## src/rtl/fixed_latency_arbiter.sv

```systemverilog
// fixed_latency_arbiter: round-robin sharing of one fixed-latency unit with credit-protected per-requester result buffers
module fixed_latency_arbiter #(
  parameter int NUM_REQ   = 4,
  parameter int DIN_W     = 16,
  parameter int DOUT_W    = 16,
  parameter int LATENCY   = 3,
  parameter int BUF_DEPTH = 4
) (
  input  logic                      clk,
  input  logic                      rst,
  input  logic [NUM_REQ*DIN_W-1:0]  din_data,
  input  logic [NUM_REQ-1:0]        din_valid,
  output logic [NUM_REQ-1:0]        din_ready,
  output logic [DIN_W-1:0]          unit_din_data,
  output logic                      unit_din_valid,
  input  logic [DOUT_W-1:0]         unit_dout_data,
  output logic [NUM_REQ*DOUT_W-1:0] dout_data,
  output logic [NUM_REQ-1:0]        dout_valid,
  input  logic [NUM_REQ-1:0]        dout_ready
);
  localparam int PW = $clog2(BUF_DEPTH);
  localparam int CW = PW + 1;
  localparam int IW = $clog2(NUM_REQ);
  logic [CW-1:0]     credit [NUM_REQ];
  logic [IW-1:0]     rr_ptr, gidx;
  logic [NUM_REQ-1:0] grant, push, pop;
  logic [LATENCY-1:0] tag_v;
  logic [IW-1:0]     tag_i [LATENCY];
  logic [PW:0]       wp [NUM_REQ];
  logic [PW:0]       rp [NUM_REQ];
  logic [DOUT_W-1:0] mem [NUM_REQ][BUF_DEPTH];

  function automatic logic [IW-1:0] wrap(input int v);
    return IW'(v % NUM_REQ);
  endfunction

  // Round-robin: scan offsets from the far end so the nearest eligible index to rr_ptr wins
  always_comb begin
    grant = '0;
    gidx  = '0;
    for (int k = NUM_REQ - 1; k >= 0; k--)
      if (!rst && din_valid[wrap(int'(rr_ptr) + k)] && credit[wrap(int'(rr_ptr) + k)] != '0) begin
        grant = '0;
        grant[wrap(int'(rr_ptr) + k)] = 1'b1;
        gidx = wrap(int'(rr_ptr) + k);
      end
  end

  assign din_ready      = grant;
  assign unit_din_valid = |grant;
  assign unit_din_data  = |grant ? din_data[int'(gidx)*DIN_W +: DIN_W] : '0;

  // Pointer advances past the winner so it becomes lowest priority next cycle
  always_ff @(posedge clk)
    if (rst) rr_ptr <= '0;
    else if (|grant) rr_ptr <= wrap(int'(gidx) + 1);

  // Tag pipeline mirrors the unit so each result knows its owner
  always_ff @(posedge clk) begin
    tag_v[0] <= rst ? 1'b0 : |grant;
    tag_i[0] <= gidx;
    for (int k = 1; k < LATENCY; k++) begin
      tag_v[k] <= rst ? 1'b0 : tag_v[k-1];
      tag_i[k] <= tag_i[k-1];
    end
  end

  // Buffer status and head data per requester
  always_comb begin
    push = '0;
    pop  = '0;
    dout_valid = '0;
    dout_data  = '0;
    for (int i = 0; i < NUM_REQ; i++) begin
      dout_valid[i] = wp[i] != rp[i];
      pop[i]  = dout_valid[i] & dout_ready[i];
      push[i] = tag_v[LATENCY-1] && tag_i[LATENCY-1] == IW'(i);
      dout_data[i*DOUT_W +: DOUT_W] = mem[i][rp[i][PW-1:0]];
    end
  end

  // Pointers and credits; credits reserve a slot at grant so pushes never overflow
  always_ff @(posedge clk)
    for (int i = 0; i < NUM_REQ; i++)
      if (rst) begin
        wp[i]     <= '0;
        rp[i]     <= '0;
        credit[i] <= CW'(BUF_DEPTH);
      end else begin
        wp[i]     <= wp[i] + (PW+1)'(push[i]);
        rp[i]     <= rp[i] + (PW+1)'(pop[i]);
        credit[i] <= credit[i] - CW'(grant[i]) + CW'(pop[i]);
      end

  // Result storage
  always_ff @(posedge clk)
    for (int i = 0; i < NUM_REQ; i++)
      if (push[i]) mem[i][wp[i][PW-1:0]] <= unit_dout_data;
endmodule

```

## config.mk

```make
export PLATFORM = sky130hd
export DESIGN_NAME = fixed_latency_arbiter
export DESIGN_NICKNAME = d
export VERILOG_FILES = /design/src/rtl/fixed_latency_arbiter.sv
export SDC_FILE = /design/constraint.sdc
export NUM_CORES = 1
export LEC_CHECK = 0
export ABC_CLOCK_PERIOD_IN_PS = 4090
export BUFFER_PORTS_ARGS = -buffer_cell sky130_fd_sc_hd__buf_2
export CAP_MARGIN = 20
export CELL_PAD_IN_SITES_DETAIL_PLACEMENT = 2
export CELL_PAD_IN_SITES_GLOBAL_PLACEMENT = 2
export CORE_ASPECT_RATIO = 1.2
export CORE_UTILIZATION = 43
export DETAILED_ROUTE_END_ITERATION = 16
export GPL_ROUTABILITY_DRIVEN = 0
export PLACE_DENSITY_LB_ADDON = 0.1
export SKIP_LAST_GASP = 1
export SLEW_MARGIN = 20
export SYNTH_ARGS = -nofsm -noshare
export SYNTH_HDL_FRONTEND = slang
export SYNTH_SLANG_ARGS = --single-unit
```

## constraint.sdc

```tcl
create_clock -name clk -period 4.09 [get_ports clk]
set_input_delay 0.2045 -clock clk [delete_from_list [all_inputs] [get_ports clk]]
set_output_delay 0.2045 -clock clk [all_outputs]
set_load 0.02 [all_outputs]
```

==> impl_metrics.env <==
export IMPL_worst_ep_required_time_ns=3.89
export IMPL_first_global_vias=7824
export IMPL_antenna_found_initial=1
export IMPL_fin_util_pct=52.30
export IMPL_final_cells=1276
export IMPL_cts_htree_levels=1
export IMPL_clk_latency_ns=0.56
export IMPL_cts_sinks=305
export IMPL_wire_per_inst_um=24.63
export IMPL_die_area_um2=29840
export IMPL_crit_path_top_delay_cell="mux4_1"
export IMPL_yosysSeqAreaShare_pct=69.16
export IMPL_slew_headroom_pct=35.48
export IMPL_path_cells="inv_1, ha_1, nor2b_1, a22oi_4, a21oi_2, a2bb2oi_4, buf_6, mux4_1, and2_1, buf_2"
export IMPL_layout_min_cycle_time_ns=3.873
export IMPL_cts_setup_buffers=0
export IMPL_row_count=68
export IMPL_layout_drive_gt1_share_pct=40.34
export IMPL_p_per_area_nw_per_um2=606.1
export IMPL_multiInputGateArea_um2=3671
export IMPL_cts_root_buffer="clkbuf_16"
export IMPL_synth_async_reset_ratio_pct=0
export IMPL_cpPeakStageDelay_ns=0.61
export IMPL_synth_fp_nets=782
export IMPL_worst_slew_pin_slew_ns=0.9677
export IMPL_yosysWarningCount=0
export IMPL_drv_slew=0
export IMPL_reg2reg_slack_ns=0.32
export IMPL_ys_flop_type="edfxtp_1"
export IMPL_syn_mean_instance_area_um2=19.11
export IMPL_syn_to_final_growth_pct=19.65
export IMPL_finalWirelength_um=31430
export IMPL_dpl_cell_count=1217
export IMPL_clock_fmax_ghz=0.2582
export IMPL_fin_crit_sh_pct=94.70
export IMPL_final_cell_mix="256 x edfxtp_1, 178 x buf_2, 77 x mux4_2"
export IMPL_drt_first_pass_iters=7
export IMPL_grt_overflow=0
export IMPL_final_hold_viol_count=0
export IMPL_start_kind="flip-flop"
export IMPL_hold_path_class="in2reg"
export IMPL_tns_ns=0
export IMPL_rsz0062_at_grt="no"
export IMPL_fillers=2564
export IMPL_grt_use_total_pct=21.70
export IMPL_dr_total_vias=6851
export IMPL_die_w_um=157.9
export IMPL_grt_max_degree=29
export IMPL_final_net_count=991
export IMPL_drtIter0Drc=356
export IMPL_start_util_pct=43.71
export IMPL_clk_pin_slew_ns=0.07
export IMPL_dp_hpwl_um=21680
export IMPL_clockBufferDepth=3
export IMPL_status="finished, final reports clean"
export IMPL_synth_seq_cells=305
export IMPL_drv_cap=0
export IMPL_criticalPathCategory="reg2out"
export IMPL_syn_inst=656
export IMPL_die_y_um=189.0
export IMPL_leakage_nw=5.407
export IMPL_grt_first_pass_wirelength_um=47480
export IMPL_ant_nets=0
export IMPL_final_common_cell="edfxtp_1"
export IMPL_cts_tree="yes"
export IMPL_viasPerCell=5.369
export IMPL_setup_viol=0
export IMPL_clock_skew_ns=0.02453
export IMPL_end_kind="output pin"
export IMPL_num_io_pins=179
export IMPL_port_buffers=178
export IMPL_cts_hold_buf=0
export IMPL_synth_edf_count=256
export IMPL_cts_buffers=31
export IMPL_crit_fanout=18
export IMPL_arrival_ns=3.67
export IMPL_power_mw=9.088
export IMPL_vdd_drop_max_mv=0.4922
export IMPL_core_um2=28670
export IMPL_seq_area_um2=8671
export IMPL_synth_area_um2=12530
export IMPL_yosysUniqueCellTypes=59
export IMPL_route_detailed_drc=0
==> worst max-delay path, delay by kind of cell (launching register included) <==
kind	cells	cell delay, ns
AO/OA/AOI/OAI	3	0.55
multiplexers	1	0.61
flip-flops	1	0.45
AND/OR/NAND/NOR	2	0.49
buffers and inverters	3	0.58
adder cells (fa/ha/maj)	1	0.42
==> stage by stage <==
| step | hold slack [ns] | area (um^2) | setup WS, ns |
|---|---|---|---|
| finish | 0.04910 | 15000 | 0.2170 |
| global route | 0.04382 | 14990 | 0.02578 |
| CTS | 0.03751 | 14990 | 0.1129 |
| detailed placement | 0.3136 | 13970 | 0.1803 |
| global placement | 0.3153 | 13970 | 0.4081 |
| floorplan | 0.3034 | 12530 | 0.3565 |
==> path summary, 6_finish.rpt <==
kind	depth (start not counted)	endpoint	startpoint
worst max-delay path	10	unit_din_data[4]	rr_ptr[0]
worst min-delay path	1	mem[1][57]	unit_dout_data[9]
worst max register to register	14	credit[0][2]	rr_ptr[0]
worst min register to register	0	tag_i[0][4]	tag_i[0][2]
==> where the power goes <==
part / switching (mW) / internal, mW / leakage [nW] / total (mW)
Combinational: 1.52 / 1.13 / 2.21 / 2.65
Clock: 1.17 / 1.61 / 0.492 / 2.78
Sequential: 0.123 / 3.53 / 2.70 / 3.66
Total: 2.82 / 6.27 / 5.41 / 9.09
==> sequential cells by signal, indices dropped and copies added, names as in the netlist, named ones only <==
signal	count
credit	12
rr_ptr	2
tag_i	6
mem	256
wp	12
rp	12
tag_v	3
==> cells in the mapped netlist, types with 2 or more instances <==
master | count | area share, %
a21oi_2 | 2 | 0.14
and2_1 | 20 | 1.0
and3_1 | 5 | 0.25
buf_1 | 5 | 0.15
buf_6 | 4 | 0.36
clkbuf_1 | 15 | 0.45
dfxtp_1 | 49 | 7.8
edfxtp_1 | 256 | 61
fa_1 | 4 | 0.64
ha_1 | 32 | 3.2
inv_1 | 22 | 0.66
mux4_1 | 5 | 1.0
mux4_2 | 77 | 14
nand2_1 | 18 | 0.54
nand2b_1 | 2 | 0.10
nand3_1 | 7 | 0.28
nor2_1 | 20 | 0.60
nor2b_1 | 24 | 1.2
nor3_1 | 6 | 0.24
nor3_2 | 2 | 0.16
nor3b_1 | 4 | 0.24
o211ai_2 | 3 | 0.30
o21ai_0 | 5 | 0.20
o21ai_1 | 2 | 0.080
o22ai_1 | 2 | 0.10
o22ai_2 | 2 | 0.20
o31ai_2 | 2 | 0.20
or4_1 | 2 | 0.12
or4bb_1 | 2 | 0.18
xnor2_1 | 25 | 1.7
xor2_1 | 4 | 0.28
==> cells by family after synthesis <==
group	count (synthesis)	synth area share, %
adders and majority gates	36	3.833
AOI/OAI and AO/OA	33	2.606
muxes	84	15.08
xor gates and xnor gates	29	2.027
and+or+nand+nor	120	5.441
DFF	305	69.16
buffers and inverters	49	1.847
==> timing repair <==
| item | CTS | global route |
|---|---|---|
| gates resized for setup | 4 | 1 |
| gates cloned | 0 | 0 |
| setup endpoints to repair | 17 | 4 |
| endpoints found under the hold margin | 0 | 0 |
==> layer usage <==
layer / part of all wire (%) / GRT usage (%) / up-vias / wire, um
li1: - / - / 3019 / -
met1: 39 / 25.07 / 3582 / 12120
met2: 55 / 41.39 / 208 / 17360
met3: 4.4 / 3.250 / 42 / 1396
met4: 1.7 / 5.116 / 0 / 543
met5: 0 / 0 / - / 0
==> final cells by class <==
type,count,share of cell area (%)
repair buffers,202,7.167
inverters,23,0.5757
multi-input cells,302,24.48
flip-flops and latches,305,57.82
clock buffers,47,6.116
well taps,385,3.212
diodes,1,0.01669
clock inverters,11,0.6091
Power figures use the tool's default switching activity.
